### src/rtl/dequantize_stream.sv
// ---------------------------------------------------------------------------
// dequantize_stream
//
// Decode-side JPEG dequantizer. Quantized coefficients arrive one per beat in
// natural row-major 8x8 order. Each is multiplied by the Annex K quantization
// step for its position (luma or chroma table, chosen per block) and emitted
// as a saturated signed Q16.16 value through a 2-stage stallable pipeline.
//
// Ports
//   clk        rising-edge clock
//   rst_n      asynchronous active-low reset
//   in_valid   input beat valid
//   in_ready   block can accept a beat (combinational from out_ready)
//   in_coef    signed quantized coefficient, COEF_W bits
//   in_last    upstream marks the final beat of a block
//   tbl_sel    table select (1 luma, 0 chroma), sampled on an accepted idx-0 beat
//   out_valid  output beat valid
//   out_ready  downstream accepts output
//   out_coef   signed Q16.16 dequantized coefficient
//   out_last   high when out_index is 63
//   out_index  natural-order index of out_coef
//   blk_err    sticky framing error (in_last and index 63 disagree)
// ---------------------------------------------------------------------------
module dequantize_stream #(
    parameter int COEF_W    = 12,
    parameter int FRAC_BITS = 16,
    parameter bit USE_LUMA  = 1'b1
) (
    input  logic                     clk,
    input  logic                     rst_n,
    input  logic                     in_valid,
    output logic                     in_ready,
    input  logic signed [COEF_W-1:0] in_coef,
    input  logic                     in_last,
    input  logic                     tbl_sel,
    output logic                     out_valid,
    input  logic                     out_ready,
    output logic signed [31:0]       out_coef,
    output logic                     out_last,
    output logic [5:0]               out_index,
    output logic                     blk_err
);

    // Signed COEF_W x unsigned 8-bit step always fits in COEF_W+8 signed bits.
    localparam int PROD_W = COEF_W + 8;
    // The shifted product must be wider than 32 bits for the overflow test below.
    localparam int FULL_W = PROD_W + FRAC_BITS;

    localparam logic [7:0] LUMA_Q [64] = '{
        8'd16,  8'd11,  8'd10,  8'd16,  8'd24,  8'd40,  8'd51,  8'd61,
        8'd12,  8'd12,  8'd14,  8'd19,  8'd26,  8'd58,  8'd60,  8'd55,
        8'd14,  8'd13,  8'd16,  8'd24,  8'd40,  8'd57,  8'd69,  8'd56,
        8'd14,  8'd17,  8'd22,  8'd29,  8'd51,  8'd87,  8'd80,  8'd62,
        8'd18,  8'd22,  8'd37,  8'd56,  8'd68,  8'd109, 8'd103, 8'd77,
        8'd24,  8'd35,  8'd55,  8'd64,  8'd81,  8'd104, 8'd113, 8'd92,
        8'd49,  8'd64,  8'd78,  8'd87,  8'd103, 8'd121, 8'd120, 8'd101,
        8'd72,  8'd92,  8'd95,  8'd98,  8'd112, 8'd100, 8'd103, 8'd99
    };

    localparam logic [7:0] CHROMA_Q [64] = '{
        8'd17, 8'd18, 8'd24, 8'd47, 8'd99, 8'd99, 8'd99, 8'd99,
        8'd18, 8'd21, 8'd26, 8'd66, 8'd99, 8'd99, 8'd99, 8'd99,
        8'd24, 8'd26, 8'd56, 8'd99, 8'd99, 8'd99, 8'd99, 8'd99,
        8'd47, 8'd66, 8'd99, 8'd99, 8'd99, 8'd99, 8'd99, 8'd99,
        8'd99, 8'd99, 8'd99, 8'd99, 8'd99, 8'd99, 8'd99, 8'd99,
        8'd99, 8'd99, 8'd99, 8'd99, 8'd99, 8'd99, 8'd99, 8'd99,
        8'd99, 8'd99, 8'd99, 8'd99, 8'd99, 8'd99, 8'd99, 8'd99,
        8'd99, 8'd99, 8'd99, 8'd99, 8'd99, 8'd99, 8'd99, 8'd99
    };

    function automatic logic [7:0] q_step(input logic luma, input logic [5:0] i);
        return luma ? LUMA_Q[i] : CHROMA_Q[i];
    endfunction

    // Shift the product into Q16.16 and clamp to the signed 32-bit range.
    // Overflow is present when the bits above bit 31 are not all copies of
    // the sign bit.
    function automatic logic signed [31:0] sat_q16(input logic signed [PROD_W-1:0] p);
        logic [FULL_W-1:0] full;
        full = {p, {FRAC_BITS{1'b0}}};
        if (!full[FULL_W-1] && (|full[FULL_W-2:31]))
            return 32'sh7FFFFFFF;
        else if (full[FULL_W-1] && !(&full[FULL_W-2:31]))
            return 32'sh80000000;
        else
            return signed'(full[31:0]);
    endfunction

    logic [5:0]               idx;
    logic                     tbl_q;
    logic                     vld_p1;
    logic                     vld_p2;
    logic signed [PROD_W-1:0] prod_p1;
    logic [5:0]               idx_p1;

    logic                     s1_take;
    logic                     s2_take;
    logic                     accept;
    logic                     cur_luma;
    logic signed [PROD_W-1:0] coef_ext;
    logic signed [PROD_W-1:0] q_ext;
    logic signed [PROD_W-1:0] prod;

    // A stage can load when it is empty or its content moves on this cycle.
    always_comb begin
        s2_take  = !vld_p2 || out_ready;
        s1_take  = !vld_p1 || s2_take;
        accept   = in_valid && s1_take;
        // The idx-0 beat uses tbl_sel directly; later beats use the latched choice.
        cur_luma = (idx == 6'd0) ? tbl_sel : tbl_q;
        coef_ext = PROD_W'(in_coef);
        q_ext    = signed'(PROD_W'(q_step(cur_luma, idx)));
        prod     = coef_ext * q_ext;
    end

    assign in_ready  = s1_take;
    assign out_valid = vld_p2;

    always_ff @(posedge clk or negedge rst_n) begin
        if (!rst_n) begin
            idx     <= '0;
            tbl_q   <= USE_LUMA;
            vld_p1  <= 1'b0;
            vld_p2  <= 1'b0;
            blk_err <= 1'b0;
        end else begin
            if (s1_take)
                vld_p1 <= accept;
            if (s2_take)
                vld_p2 <= vld_p1;
            if (accept) begin
                if (idx == 6'd0)
                    tbl_q <= tbl_sel;
                if (in_last && (idx != 6'd63)) begin
                    // Early block end: flag it and resync so the next beat starts a block.
                    blk_err <= 1'b1;
                    idx     <= '0;
                end else begin
                    if (!in_last && (idx == 6'd63))
                        blk_err <= 1'b1;
                    idx <= idx + 6'd1;
                end
            end
        end
    end

    // ---- Stage 1: raw product and its index ----
    always_ff @(posedge clk) begin
        if (accept) begin
            prod_p1 <= prod;
            idx_p1  <= idx;
        end
    end

    // ---- Stage 2: Q16.16 saturated result ----
    always_ff @(posedge clk or negedge rst_n) begin
        if (!rst_n) begin
            out_coef  <= '0;
            out_index <= '0;
            out_last  <= 1'b0;
        end else if (s2_take && vld_p1) begin
            out_coef  <= sat_q16(prod_p1);
            out_index <= idx_p1;
            out_last  <= (idx_p1 == 6'd63);
        end
    end

endmodule

### config.mk
export PLATFORM = sky130hd
export DESIGN_NAME = dequantize_stream
export DESIGN_NICKNAME = d
export VERILOG_FILES = /design/src/rtl/dequantize_stream.sv
export SDC_FILE = /design/constraint.sdc
export NUM_CORES = 1
export LEC_CHECK = 0
export BUFFER_PORTS_ARGS = -buffer_cell sky130_fd_sc_hd__buf_2
export CORE_ASPECT_RATIO = 1.2
export CORE_MARGIN = 1.5
export CORE_UTILIZATION = 50
export DETAILED_ROUTE_END_ITERATION = 7
export PLACE_DENSITY_LB_ADDON = 0.15
export SKIP_LAST_GASP = 1
export SLEW_MARGIN = 30
export SYNTH_ARGS = -nofsm -noshare
export SYNTH_HDL_FRONTEND = slang
export SYNTH_SLANG_ARGS = --single-unit
### constraint.sdc
create_clock -name clk -period 6.11 [get_ports clk]
set_input_delay 1.222 -clock clk [delete_from_list [all_inputs] [get_ports clk]]
set_output_delay 1.222 -clock clk [all_outputs]
set_load 0.03 [all_outputs]
# Word-level counts from Yosys, hierarchy flattened
# Memories as Yosys holds them, arrays and structs flattened.
# Cells that the tools add are included.
[word_totals] reg_bits=75 romBits=1024 in_bits=18 out_inout_bits=42 elab_cells=48 mem_count=2
[mem_list] name="(no name shown)" depth=64 word_bits=8 rd=1 rd_clocked_by_memory_dff=0 wr=0 line="72" text="return luma ? LUMA_Q[i] : CHROMA_Q[i];"
[mem_list] name="(no name shown)" depth=64 word_bits=8 rd=1 rd_clocked_by_memory_dff=0 wr=0 line="72"
[op_classes] add_sub_neg=1 multipliers=1 order_cmp=1 eq_ne=3 n_mux=11 bitwise_logic=1 n_reduce_logical=18
[ops] op="$mux 32" n=2
[ops] op="$mux 8" n=5
[ops] op="$mul 12x9->20" n=1
[ops] op="$eq 6x6->1 const B" n=2
[ops] op="$ge 7x7->1 const B" n=1
[ops] op="$not 6->7" n=1
[ops] op="$add 6x1->6 const B" n=1
[ops] op="$logic_and 1x1->1" n=6
[ops] op="$logic_not 6->1" n=1
[ops] op="$mux 6" n=1
[ops] op="$ne 6x6->1 const B" n=1
[ops] op="$logic_not 1->1" n=5
[ops] op="$reduce_and 4->1" n=1
[ops] op="$reduce_or 4->1" n=1
[ops] op="$mux 1" n=3
[ops] op="$logic_or 1x1->1" n=2
[ops] op="$reduce_and 2->1" n=1
[ops] op="$reduce_bool 2->1" n=1

# Longest topological paths before layout
[logic_depth] word_depth=6 ltp_mapped=25

# Worst setup path before layout
# Ideal clock, no wire load.
[synth_timing] kind="register to register" start="reg idx[2]" end="reg prod_p1[18] (data pin)" arrival_ns=5.859 t_required_ns=5.840 path_slack_ns=-0.019 stages_incl_launch_ff=23 path_buffers=2 period_less_slack_ns=6.129 cell_sequence="dfrtp_1 buf_6 inv_2 ha_1 or2_2 mux4_2 a221oi_2 a21oi_2 buf_6 nand2_1 fa_1 inv_1 fa_1 fa_1 inv_1 fa_1 inv_1 ha_1 a2111oi_0 o211ai_1 nand3_1 a211oi_1 or3b_2"
[synth_via] elab_chain_len=6 elab_cells_between_ends=11
[synth_lines] item="start: declaration" line="89" text="logic [5:0] idx;"
[synth_lines] item="start signal: assignment" line="141" text="idx <= idx + 6'd1;"
[synth_lines] item="$not 6->7 (not written as such)" line="72"
[synth_lines] item="$mem_v2 64x8"
[synth_lines] item="$mux 8 (not written as such) (2 in a row)" line="72"
[synth_lines] item="$mux 8 *" line="72"
[synth_lines] item="$mul 12x9->20 *" line="113" text="prod = coef_ext * q_ext;"
[synth_lines] item="named net prod[18]" line="102" text="logic signed [PROD_W-1:0] prod;"
[synth_lines] item="end signal: assignment" line="150" text="prod_p1 <= prod;"
[synth_lines] item="end: declaration" line="93" text="logic signed [PROD_W-1:0] prod_p1;"
# The timed path passes the listed nets; every way through them passes the cells marked *. The select of a mux whose other input is x is not followed.
# A chain may end at the register's enable or synchronous reset.

# Worst setup path after layout
[layout_timing] start="reg idx[1]" end="reg prod_p1[16] (data pin)"
# The elaborated chain is that of the path after synthesis.

==> results.json <==
{
  "maxSlewHeadroom": 0.460,
  "cp_max_fo": 8,
  "via_per_inst": 5.28,
  "ctsHoldBuffers": 0,
  "async_reset_ff_frac": 0.567,
  "cts-root-buf": "clkbuf_16",
  "rsz0062_at_grt": "true",
  "gp_congestion": 0.951,
  "coreArea_um2": 12700,
  "worstHoldStart": "out_coef[28]$_DFFE_PN0P_",
  "synth_edf_count": 26,
  "arrival_ns": 6.01,
  "dr.pass1.iters": 5,
  "period_minus_slack_ns": 5.93,
  "yosysSeqAreaShare": 0.252,
  "synth_area_um2": 6480,
  "drc": 0,
  "synthFlopType": "dfrtp_1",
  "track_usage": 0.240,
  "dp_hpwl_um": 12500,
  "grt_max_degree": 35,
  "first_global_vias": 5260,
  "cts_max_level": 3,
  "drt_iter0_markers": 366,
  "grt_pass1_wl_um": 25600,
  "cp_common_cell": "fa_1",
  "required_ns": 6.19,
  "pin_count": 60,
  "synth.distinct_cells": 63,
  "numCtsBuffers": 9,
  "mostFrequentLayoutCell": "inv_1",
  "clock_latency_ns": 0.33,
  "ys_ff_latch": 60,
  "yosys_warnings": 0,
  "routed_wl_um": 15900,
  "min_path_type": "reg2reg",
  "antenna_cells": 0,
  "cpPeakStageDelay_ns": 0.55,
  "portBuffers": 59,
  "clkSinkCount": 60,
  "clock_path_buffers": 2,
  "overflow": 0,
  "finalCoreUtilization": 0.633,
  "worst_setup_path_start_kind": "flop",
  "min_period_over_period": 0.970,
  "synthCells": 725,
  "max_freq_ghz": 0.169,
  "hold_viol_final": 0,
  "ant_nets": 0,
  "r2r-end": "prod_p1[16]$_DFFE_PP_",
  "tritoncts": "done",
  "outcome": "finished clean",
  "wl_per_cell_um": 15.7,
  "grt_antenna_before_repair": 0,
  "whs_path_depth": 2,
  "layout.cells.most_common_list": "inv_1 (124), nand2_1 (119), buf_4 (85)",
  "synth_fp_nets": 859,
  "drive_gt1_frac": 0.270,
  "fp.dieW_um": 107,
  "routed-via-count": 5352,
  "r2r_slack_ns": 0.18,
  "worst_path_max_delay_cell": "fa_1",
  "tightest_slew_ns": 0.810,
  "cap_viol_max_count": 0,
  "synth_area_per_cell_um2": 8.94,
  "num_rows": 45,
  "r2r_cells": 25,
  "reg2reg_from": "idx[1]$_DFFE_PN0P_",
  "start_util": 0.511,
  "hold_slack_ns": 0.460,
  "finalSetupViolations": 0,
  "whs_endpoint": "out_coef[28]$_DFFE_PN0P_",
  "cp-end-kind": "flop",
  "fin_worst_skew_ns": 0.00559,
  "nets": 978,
  "drv_slew": 0,
  "dieArea_um2": 13700,
  "clk_pin_slew_ns": 0.05,
  "syn2layout_area_growth_pct": 23.8,
  "path_class": "reg2reg",
  "die_h_um": 128
}
[worst max-delay path, delay by kind of cell, from the launching register on]
family,cells,cell delay [ns]
xor+xnor,1,0.07
compound gates,6,1.17
buf+inv,9,1.14
simple gates,2,0.18
mux,1,0.22
fa+ha+maj,6,2.44
flops,1,0.45
[Yosys cell counts (6+ instances only)]
| cell | n | area share |
|---|---|---|
| inv_1 | 130 | 0.075 |
| nand2_1 | 121 | 0.070 |
| fa_1 | 64 | 0.20 |
| ha_1 | 52 | 0.10 |
| o21ai_0 | 47 | 0.036 |
| dfrtp_1 | 33 | 0.13 |
| edfxtp_1 | 26 | 0.12 |
| nor2_1 | 21 | 0.012 |
| a21oi_1 | 20 | 0.015 |
| buf_4 | 17 | 0.020 |
| nor2b_1 | 14 | 0.014 |
| and2_1 | 13 | 0.013 |
| nand3_1 | 13 | 0.010 |
| buf_2 | 12 | 0.0093 |
| xnor2_1 | 12 | 0.016 |
| mux2_2 | 10 | 0.017 |
| clkbuf_1 | 9 | 0.0052 |
| nand2b_1 | 8 | 0.0077 |
| a211oi_1 | 7 | 0.0081 |
| o211ai_1 | 7 | 0.0081 |
| nand3b_1 | 6 | 0.0070 |
[how the worst max path moves through the flow]
stage	to	start	depth (start not counted)	slack, ns
finish	prod_p1[16]$_DFFE_PP_	idx[1]$_DFFE_PN0P_	25	0.18
global route	prod_p1[16]$_DFFE_PP_	idx[1]$_DFFE_PN0P_	24	-0.04
CTS	prod_p1[18]$_DFFE_PP_	idx[1]$_DFFE_PN0P_	24	0.02
detailed placement	prod_p1[18]$_DFFE_PP_	tbl_sel	19	-0.18
global placement	prod_p1[18]$_DFFE_PP_	idx[1]$_DFFE_PN0P_	21	-0.08
floorplan	prod_p1[18]$_DFFE_PP_	idx[0]$_DFFE_PN0P_	21	0.008
[final cells by class]
type                    instances  area [um^2]
clock buffers                   9          225
clock inverters                 7         98.8
fillers                      1073         4650
inverters                     131          492
multi-input cells             491         4350
flip-flops and latches         60         1640
well taps                     164          205
repair buffers                151         1010
[cells by family (layout without fill, tap and decap cells)]
kind of cell	Yosys count	in the layout	share of synthesized area
compound gates	123	123	0.124
xor+xnor	17	17	0.0230
fa+ha+maj	116	116	0.298
buf+inv	174	298	0.115
flops	60	60	0.252
mux	16	16	0.0305
simple gates	219	219	0.157
[metal layers]
metal  vias up  wire length [um]  GRT usage
met2       137              8010      0.423
met4         0               241     0.0761
met3        16               586     0.0188
met5         -                 0          0
met1      2618              7080      0.313
li1       2581                 -          -
[state kept, by name, indices dropped and copies added, names as in the netlist]
register,count
vld_p1,1
idx_p1,6
tbl_q,1
prod_p1,20
blk_err,1
idx,6
out_coef,17
out_last,1
out_index,6
out_valid,1
[metrics by stage]
stage	instance area [um^2]	TNS, ns	setup WS, ns	instances
detailed placement	7350	-0.251	-0.184	987
global placement	7350	-0.0819	-0.0819	987
CTS	7700	0	0.0235	1005
floorplan	6480	0	0.00755	725
global route	8020	-0.0707	-0.0356	1013
finish	8020	0	0.181	1013
[repair_timing]
item | in CTS | in global routing
pin swaps | 2 | 26
gates cloned | 0 | 2
buffers inserted | 2 | 6
setup endpoints to repair | 1 | 8
gates resized for setup | 3 | 53
endpoints found under the hold margin | 0 | 0
Power is left out: the tool's default activity adds up to more than one toggle a clock period on the data nets, which glitch-free logic cannot reach.
